--- src/rtl/hms_pkg.sv ---
// Shared types, constants and hour-conversion helpers for the hh:mm:ss counter.
package hms_pkg;

  typedef logic [3:0] bcd_t;

  localparam int S0 = 0;
  localparam int S1 = 1;
  localparam int M0 = 2;
  localparam int M1 = 3;
  localparam int H0 = 4;
  localparam int H1 = 5;

  localparam bcd_t MOD_10 = 4'd10;
  localparam bcd_t MOD_6  = 4'd6;

  localparam logic [4:0] HOUR_MAX_24 = 5'd23;
  localparam logic [4:0] HOUR_MAX_12 = 5'd12;

  typedef struct packed {
    logic [4:0] hour;
    logic       pm;
  } h12_t;

  function automatic logic [6:0] bcd2_to_bin(input bcd_t tens, input bcd_t ones);
    return 7'(tens) * 7'd10 + 7'(ones);
  endfunction

  function automatic logic [7:0] bin_to_bcd2(input logic [4:0] v);
    if (v >= 5'd20)      return {4'd2, 4'(v - 5'd20)};
    else if (v >= 5'd10) return {4'd1, 4'(v - 5'd10)};
    else                 return {4'd0, 4'(v)};
  endfunction

  function automatic logic [4:0] hour_12_to_24(input logic [4:0] h12, input logic pm);
    if (h12 == HOUR_MAX_12) return pm ? HOUR_MAX_12 : 5'd0;
    else                    return pm ? h12 + HOUR_MAX_12 : h12;
  endfunction

  function automatic h12_t hour_24_to_12(input logic [4:0] h24);
    h12_t r;
    r.pm = (h24 >= HOUR_MAX_12);
    if (h24 == 5'd0)              r.hour = HOUR_MAX_12;
    else if (h24 > HOUR_MAX_12)   r.hour = h24 - HOUR_MAX_12;
    else                          r.hour = h24;
    return r;
  endfunction

  // Hour range is checked on raw digits so out-of-range BCD never reaches the binary path.
  function automatic logic load_valid(input logic [23:0] t, input logic is_24h);
    bcd_t h1, h0;
    logic ok;
    h1 = t[23:20];
    h0 = t[19:16];
    ok = (t[3:0] <= 4'd9) && (t[7:4] <= 4'd5) && (t[11:8] <= 4'd9) &&
         (t[15:12] <= 4'd5) && (h0 <= 4'd9) && (h1 <= 4'd9);
    if (is_24h)
      ok = ok && ((h1 < 4'd2) || (h1 == 4'd2 && h0 <= 4'd3));
    else
      ok = ok && ((h1 == 4'd0 && h0 >= 4'd1) || (h1 == 4'd1 && h0 <= 4'd2));
    return ok;
  endfunction

endpackage

--- src/rtl/bcd_digit.sv ---
// One BCD digit counting modulo MOD in either direction, with load priority.
module bcd_digit
  import hms_pkg::*;
#(
  parameter bcd_t MOD = MOD_10
) (
  input  logic clk,
  input  logic reset_n,
  input  logic i_en,
  input  logic i_dir,
  input  logic i_ld,
  input  bcd_t i_ld_val,
  output bcd_t o_value,
  output logic o_carry
);

  localparam bcd_t TOP = MOD - 4'd1;

  bcd_t r_value;
  logic w_term;

  assign w_term  = i_dir ? (r_value == 4'd0) : (r_value == TOP);
  assign o_carry = i_en & w_term;
  assign o_value = r_value;

  always_ff @(posedge clk or negedge reset_n) begin
    if (!reset_n) begin
      r_value <= 4'd0;
    end else if (i_ld) begin
      r_value <= i_ld_val;
    end else if (i_en) begin
      if (i_dir) r_value <= w_term ? TOP : r_value - 4'd1;
      else       r_value <= w_term ? 4'd0 : r_value + 4'd1;
    end
  end

endmodule

--- src/rtl/hms_time_counter.sv ---
// hh:mm:ss time-of-day counter: canonical 24 h BCD chain, 1 s prescaler, 12/24 h view, validated load.
module hms_time_counter
  import hms_pkg::*;
#(
  parameter int TICK_DIV = 50_000_000,
  parameter int PW       = $clog2(TICK_DIV)
) (
  input  logic        clk,
  input  logic        reset_n,
  input  logic        run,
  input  logic        count_down,
  input  logic        mode_24h,
  input  logic        load,
  input  logic [23:0] load_time,
  input  logic        load_pm,
  output logic [23:0] time_out,
  output logic        pm_out,
  output logic        tick_out,
  output logic        rollover,
  output logic        load_err
);

  localparam logic [PW-1:0] PRESC_MAX = PW'(TICK_DIV - 1);

  logic [PW-1:0] r_presc;
  bcd_t          r_h1, r_h0;
  logic          r_tick, r_roll, r_err;

  logic          w_step, w_valid, w_ld_ok;
  logic [4:0]    w_ld_hour_in, w_ld_hour24;
  logic [7:0]    w_ld_hour_bcd;
  bcd_t          w_s0, w_s1, w_m0, w_m1;
  logic          w_cy_s0, w_cy_s1, w_cy_m0, w_cy_m1;
  logic          w_hour_wrap;
  logic [4:0]    w_h24;
  h12_t          w_h12;
  logic [7:0]    w_h12_bcd;

  // A coincident load (valid or not) suppresses the step.
  assign w_step  = run && (r_presc == PRESC_MAX) && !load;
  assign w_valid = load_valid(load_time, mode_24h);
  assign w_ld_ok = load && w_valid;

  assign w_ld_hour_in  = 5'(bcd2_to_bin(load_time[23:20], load_time[19:16]));
  assign w_ld_hour24   = mode_24h ? w_ld_hour_in : hour_12_to_24(w_ld_hour_in, load_pm);
  assign w_ld_hour_bcd = bin_to_bcd2(w_ld_hour24);

  always_ff @(posedge clk or negedge reset_n) begin
    if (!reset_n) begin
      r_presc <= '0;
    end else if (load) begin
      if (w_valid) r_presc <= '0;
    end else if (run) begin
      r_presc <= w_step ? '0 : r_presc + PW'(1);
    end
  end

  bcd_digit #(.MOD(MOD_10)) u_s0 (
    .clk(clk), .reset_n(reset_n), .i_en(w_step), .i_dir(count_down),
    .i_ld(w_ld_ok), .i_ld_val(load_time[3:0]), .o_value(w_s0), .o_carry(w_cy_s0)
  );
  bcd_digit #(.MOD(MOD_6)) u_s1 (
    .clk(clk), .reset_n(reset_n), .i_en(w_cy_s0), .i_dir(count_down),
    .i_ld(w_ld_ok), .i_ld_val(load_time[7:4]), .o_value(w_s1), .o_carry(w_cy_s1)
  );
  bcd_digit #(.MOD(MOD_10)) u_m0 (
    .clk(clk), .reset_n(reset_n), .i_en(w_cy_s1), .i_dir(count_down),
    .i_ld(w_ld_ok), .i_ld_val(load_time[11:8]), .o_value(w_m0), .o_carry(w_cy_m0)
  );
  bcd_digit #(.MOD(MOD_6)) u_m1 (
    .clk(clk), .reset_n(reset_n), .i_en(w_cy_m0), .i_dir(count_down),
    .i_ld(w_ld_ok), .i_ld_val(load_time[15:12]), .o_value(w_m1), .o_carry(w_cy_m1)
  );

  // Hour pair wraps 23<->00, which no per-digit modulus can express.
  assign w_hour_wrap = w_cy_m1 &&
                       (count_down ? (r_h1 == 4'd0 && r_h0 == 4'd0)
                                   : (r_h1 == 4'd2 && r_h0 == 4'd3));

  always_ff @(posedge clk or negedge reset_n) begin
    if (!reset_n) begin
      r_h1 <= 4'd0;
      r_h0 <= 4'd0;
    end else if (w_ld_ok) begin
      r_h1 <= w_ld_hour_bcd[7:4];
      r_h0 <= w_ld_hour_bcd[3:0];
    end else if (w_cy_m1) begin
      if (w_hour_wrap) begin
        r_h1 <= count_down ? 4'd2 : 4'd0;
        r_h0 <= count_down ? 4'd3 : 4'd0;
      end else if (count_down) begin
        if (r_h0 == 4'd0) begin
          r_h1 <= r_h1 - 4'd1;
          r_h0 <= 4'd9;
        end else begin
          r_h0 <= r_h0 - 4'd1;
        end
      end else begin
        if (r_h0 == 4'd9) begin
          r_h1 <= r_h1 + 4'd1;
          r_h0 <= 4'd0;
        end else begin
          r_h0 <= r_h0 + 4'd1;
        end
      end
    end
  end

  always_ff @(posedge clk or negedge reset_n) begin
    if (!reset_n) begin
      r_tick <= 1'b0;
      r_roll <= 1'b0;
      r_err  <= 1'b0;
    end else begin
      r_tick <= w_step;
      r_roll <= w_hour_wrap;
      r_err  <= load && !w_valid;
    end
  end

  assign w_h24     = 5'(bcd2_to_bin(r_h1, r_h0));
  assign w_h12     = hour_24_to_12(w_h24);
  assign w_h12_bcd = bin_to_bcd2(w_h12.hour);

  assign time_out = mode_24h ? {r_h1, r_h0, w_m1, w_m0, w_s1, w_s0}
                             : {w_h12_bcd, w_m1, w_m0, w_s1, w_s0};
  assign pm_out   = !mode_24h && w_h12.pm;
  assign tick_out = r_tick;
  assign rollover = r_roll;
  assign load_err = r_err;

endmodule

--- config.mk ---
export PLATFORM = sky130hd
export DESIGN_NAME = hms_time_counter
export DESIGN_NICKNAME = d
export VERILOG_FILES = /design/src/rtl/hms_pkg.sv /design/src/rtl/bcd_digit.sv /design/src/rtl/hms_time_counter.sv
export SDC_FILE = /design/constraint.sdc
export NUM_CORES = 1
export LEC_CHECK = 0
export BUFFER_PORTS_ARGS = -buffer_cell sky130_fd_sc_hd__buf_2
export CAP_MARGIN = 20
export CORE_UTILIZATION = 50
export DETAILED_ROUTE_END_ITERATION = 8
export HOLD_SLACK_MARGIN = 0.12
export PLACE_DENSITY = 0.7
export SKIP_CTS_REPAIR_TIMING = 1
export SYNTH_ARGS = -nofsm -noshare
export SYNTH_HDL_FRONTEND = slang
export SYNTH_SLANG_ARGS = --single-unit
--- constraint.sdc ---
create_clock -name clk -period 5.1 [get_ports clk]
set_input_delay 0.51 -clock clk [delete_from_list [all_inputs] [get_ports clk]]
set_output_delay 0.51 -clock clk [all_outputs]
set_load 0.01 [all_outputs]
==> flow_summary.ini, run 1 <==
[die]
fp-row-count = 35
die-area_um2 = 9910
die_y_um = 99.5
initial_core_util_pct = 51.5
core-area_um2 = 9240
dieWidth_um = 99.5
io_pins = 59

[placement]
numPortBuffers = 58
place_inst = 766
hpwl_mm = 8.81
gp_congestion = 0.862

[sta]
max_clock_freq_mhz = 215
finalSetupViolations = 0
setup_tns_ns = 0
slew_viol_final = 0
clock_skew_ns = 0.00595
hold_violations = 0
relSlewSlack_pct = 41.7
fin_crit_sh_pct = 91.1
finalCriticalPeriod_ns = 4.65
worst-slew-pin-transition_ns = 0.872
rsz0062_at_grt = no

[power]
power.switching_uw = 322
pwr-share-clk_pct = 24.3
p_per_area_nw_per_um2 = 183
internal_power_uw = 633
power.share.sequential_pct = 47.8
p_sw_share_pct = 33.7
leakage_nw = 2.27
combPwrFrac_pct = 27.9
vdd_drop_max_mv = 0.106

[final_layout]
area_delta_synth_final_pct = 9.47
layout.cells.non_filler = 772
mostFrequentLayoutCells = o21ai_0, nand2_1, buf_2, dfrtp_1, a21oi_1
fin_util_pct = 56.3
final_common_cell = o21ai_0
diodes = 0
layout-drive-gt1-share_pct = 14.0
final_nets = 709

[job]
maxCapViolCount = 0

[yosys]
synth_top_area_cell = dfrtp_1
synth-edff-count = 0
synth_nets = 667
synth_seq_area_share_pct = 27.9
synthFlopType = dfrtp_1
ys_types = 74
synth.area.top_cells = dfrtp_1, ha_1, o21ai_0
yosysWarnings = 0
synth_area_um2 = 4760
synthArstFlopShare_pct = 100
syn_inst = 602
synth_top_area_share_pct = 27.9
ys_seq_elements = 53
avgSynthCellArea_um2 = 7.90

[worst_setup_path]
cpMostUsedCell = ha_1
reg2reg_depth = 7
slowest_delay_ns = 0.54
worst-path-stages = 12
required_ns = 4.59
crit_path_top_delay_cell = dfrtp_1
endpoint_kind = output port
crit_family = simple AND/OR/NAND/NOR gates
cp_data_arrival_time_ns = 4.14
cp_cell_sequence = ha_1 > fa_1 > xor2_1 > ha_1 > or3b_2 > nand2_1 > a21oi_1 > a31o_2 > or3b_1 > o2111a_1 > or3_1 > buf_2
startpoint_type = flop
critical_path_class = flop to output port
crit_buf_inv = 1
crit_fanout = 16

[route]
via_per_inst = 6.04
drt_iter0_markers = 305
drcViolationCount = 0
drt-pass1-iter-count = 5
routed_wl_mm = 12.1
num_vias = 4664
ant_nets = 0
wl_per_cell_um = 15.6

[global_route]
grt_max_degree = 54
grt_pass1_wl_mm = 20.5
grt_pass1_vias = 4349
overflow = 0
gr-usage-all-layers_pct = 25.2
antenna_found_initial = 0

[clock_network]
numCtsBuffers = 5
cts_sinks = 53
insertion_delay_ns = 0.31
htree_levels = 2
cts_tree = yes
path_clk_slew_ns = 0.09
clockBufferDepth = 2
cts_root_buf = clkbuf_8

[run_status]
outcome = complete, no violations

[hold_path]
hold_path_class = primary input to asynchronous set/reset pin
==> sequential cells by signal (all words and copies together), names as in the netlist <==
signal        cells
rollover          1
load_err          1
u_m1.o_value      4
r_h1              4
u_s1.o_value      4
u_m0.o_value      4
u_s0.o_value      4
tick_out          1
r_presc          26
r_h0              4
==> stage by stage <==
| step | hold slack (ns) | cell area (µm²) | power [mW] | setup WS [ns] |
|---|---|---|---|---|
| after detailed placement | 0.490 | 5130 | 0.728 | 0.810 |
| after global routing | 0.398 | 5210 | 1.01 | 0.200 |
| final | 0.328 | 5210 | 0.955 | 0.454 |
| after floorplan | 0.214 | 4760 | 0.646 | 1.18 |
| after global placement | 0.485 | 5130 | 0.717 | 0.920 |
| after CTS | 0.368 | 5210 | 0.956 | 0.464 |
==> cells by family after synthesis <==
family,Yosys count,share of synthesized area (%)
AND/OR/NAND/NOR,240,28.1
AO/OA/AOI/OAI,188,23.9
adder cells (fa/ha/maj),34,9.42
buffers and inverters,63,5.18
XOR/XNOR,15,3.34
flip-flops,53,27.9
multiplexers,9,2.18
==> path summary, 6_finish.rpt <==
check	startpoint	slack, ns	endpoint
worst max-delay path	r_h0[1]	0.45	time_out[17]
worst min-delay path	reset_n	0.33	r_h1[2]
worst max register to register	r_presc[8]	1.86	r_presc[20]
worst min register to register	r_presc[24]	0.51	r_presc[24]
max in group asynchronous	reset_n	4.32	r_presc[2]
min in group clk	load_time[4]	0.40	u_s1.o_value[0]
==> cell usage after synthesis, drive strengths merged, types with 5 or more instances <==
| cell | number |
|---|---|
| nor2b | 9 |
| nor2 | 36 |
| o21ai | 71 |
| nand4 | 8 |
| and2 | 10 |
| or3b | 6 |
| and3 | 9 |
| o211ai | 8 |
| inv | 36 |
| clkbuf | 24 |
| o31ai | 8 |
| xnor2 | 8 |
| nor3 | 19 |
| dfrtp | 53 |
| ha | 31 |
| nor4 | 11 |
| xor2 | 5 |
| a31oi | 13 |
| or3 | 6 |
| nand2b | 10 |
| nand2 | 64 |
| a21oi | 47 |
| mux2i | 8 |
| nand3 | 18 |
| nand3b | 12 |
| o22ai | 5 |
==> per-layer routing <==
metal / up-vias / routed length [µm] / share of wire [%] / global-route usage [%]
met4: 0 / 154 / 1.3 / 6.56
met1: 2231 / 5680 / 47 / 35.0
met3: 14 / 467 / 3.9 / 2.32
met5: - / 0 / 0 / 0
met2: 125 / 5770 / 48 / 42.5
li1: 2294 / - / - / -
==> area by class of cell <==
type	instances	area, µm²
fillers	860	4030
multi-input cells	486	3190
flip-flops and latches	53	1330
repair buffers	62	320
well taps	129	161
inverters	36	135
clock buffers	5	68.8
clock inverters	1	5.00
==> power groups by stage <==
stage          Combinational [mW]  Sequential (mW)  Clock (mW)
2_1_floorplan               0.188            0.457           0
3_3_place_gp                0.254            0.463           0
3_5_place_dp                0.265            0.464           0
4_1_cts                     0.266            0.456       0.235
5_1_grt                     0.301            0.459       0.247
6_report                    0.266            0.456       0.232
Note: power is estimated with default switching activity, not from simulation.
==> inputs of run 2 (changes only) <==
--- a/config.mk
+++ b/config.mk
@@ -8,6 +8,7 @@
 export BUFFER_PORTS_ARGS = -buffer_cell sky130_fd_sc_hd__buf_2
 export CAP_MARGIN = 20
 export CORE_UTILIZATION = 50
+export CTS_BUF_LIST = sky130_fd_sc_hd__clkbuf_4
 export DETAILED_ROUTE_END_ITERATION = 8
 export HOLD_SLACK_MARGIN = 0.12
 export PLACE_DENSITY = 0.7
==> flow_summary.ini, run 2 (synthesis results as in run 1) <==
[run_status]
outcome = complete, no violations

[global_route]
antenna_found_initial = 0
grt_max_degree = 54
overflow = 0
grt_pass1_vias = 4362
grt_pass1_wl_mm = 20.4
gr-usage-all-layers_pct = 25.2

[sta]
fin_hold_ws_ns = 0.244
worst_slack_ns = 0.368
slew_viol_final = 0
fin_crit_sh_pct = 92.8
clock_skew_ns = 0.0136
finalSetupViolations = 0
worst-slew-pin-transition_ns = 0.869
hold_violations = 0
rsz0062_at_grt = no
max_clock_freq_mhz = 211
finalCriticalPeriod_ns = 4.73
setup_tns_ns = 0
relSlewSlack_pct = 41.9

[power]
vdd_drop_max_mv = 0.127
leakage_nw = 2.26
p_per_area_nw_per_um2 = 175

[final_layout]
mostFrequentLayoutCells = o21ai_0, nand2_1, buf_2, dfrtp_1, a21oi_1
design_area_um2 = 5170
multi_input_area_um2 = 3190
fillCellCount = 864
final_nets = 709
final_common_cell = o21ai_0
top_register = r_presc
layout-drive-gt1-share_pct = 14.0
fin_util_pct = 56.0
area_delta_synth_final_pct = 8.81
regArea_um2 = 1330
largest_reg_flops = 26
diodes = 0

[die]
core-area_um2 = 9240
io_pins = 59
dieWidth_um = 99.5
die-area_um2 = 9910
fp-row-count = 35
die_y_um = 99.5
initial_core_util_pct = 51.5

[clock_network]
clockBufferDepth = 2
htree_levels = 2
cts_sinks = 53
cts_tree = yes
insertion_delay_ns = 0.38
numCtsBuffers = 5
path_clk_slew_ns = 0.16
cts_root_buf = clkbuf_4

[route]
drt-pass1-iter-count = 5
routed_wl_mm = 12.0
ant_nets = 0
wl_per_cell_um = 15.6
via_per_inst = 6.07
num_vias = 4688
drcViolationCount = 0
drt_iter0_markers = 328

[placement]
numPortBuffers = 58
dpl_cell_area_um2 = 5130
preCtsSetupSlack_ns = 0.810
hpwl_mm = 8.81
gp_congestion = 0.862

[worst_setup_path]
crit_fanout = 16
startpoint_type = flop
endpoint_kind = output port
cp_data_arrival_time_ns = 4.22
required_ns = 4.59
critical_path_class = flop to output port

[job]
maxCapViolCount = 0

[hold_path]
hold_path_class = primary input to asynchronous set/reset pin
## run 2: final cells by class
type | count | share of cell area, %
clock buffers | 5 | 0.725
inverters | 36 | 2.61
well taps | 129 | 3.12
multi-input cells | 486 | 61.6
repair buffers | 62 | 6.19
clock inverters | 1 | 0.0967
flip-flops and latches | 53 | 25.6
## run 2: worst max-delay path, cell delays in order, from the launching register on
cell	delay (ns)
dfrtp_1	0.56
ha_1	0.29
fa_1	0.38
xor2_1	0.36
ha_1	0.31
or3b_2	0.48
nand2_1	0.08
a21oi_1	0.08
a31o_2	0.27
or3b_1	0.40
o2111a_1	0.16
or3_1	0.35
buf_2	0.14
## run 2: stage by stage
step	cells	total power, mW
2_1_floorplan	602	0.646
3_3_place_gp	766	0.717
3_5_place_dp	766	0.728
4_1_cts	772	0.909
5_1_grt	772	0.962
6_report	772	0.906
## run 2: metal layers
layer  wire length (µm)  part of all wire [%]  GRT usage, %  up-vias
met5                  0                     0             0        -
met4                182                   1.5          6.56        0
li1                   -                     -             -     2292
met1               5550                    46          34.8     2237
met2               5750                    48          42.2      141
met3                537                   4.5          2.60       18
## run 2: final timing paths
| check | start | end | slack (ns) | cells after the start |
|---|---|---|---|---|
| worst max-delay path | r_h0[1] | time_out[17] | 0.37 | 12 |
| worst min-delay path | reset_n | r_presc[18] | 0.24 | 2 |
| worst max register to register | r_presc[8] | r_presc[20] | 1.87 | 7 |
| worst min register to register | r_presc[24] | r_presc[24] | 0.51 | 1 |
| max in group asynchronous | reset_n | r_presc[1] | 4.39 | 2 |
| min in group clk | load_time[4] | u_s1.o_value[0] | 0.32 | 3 |
## run 2: where the power goes
group          switching (mW)  internal (mW)  total (mW)
combinational           0.158          0.109       0.266
clock                   0.134         0.0483       0.183
sequential             0.0228          0.434       0.457
total                   0.315          0.591       0.906
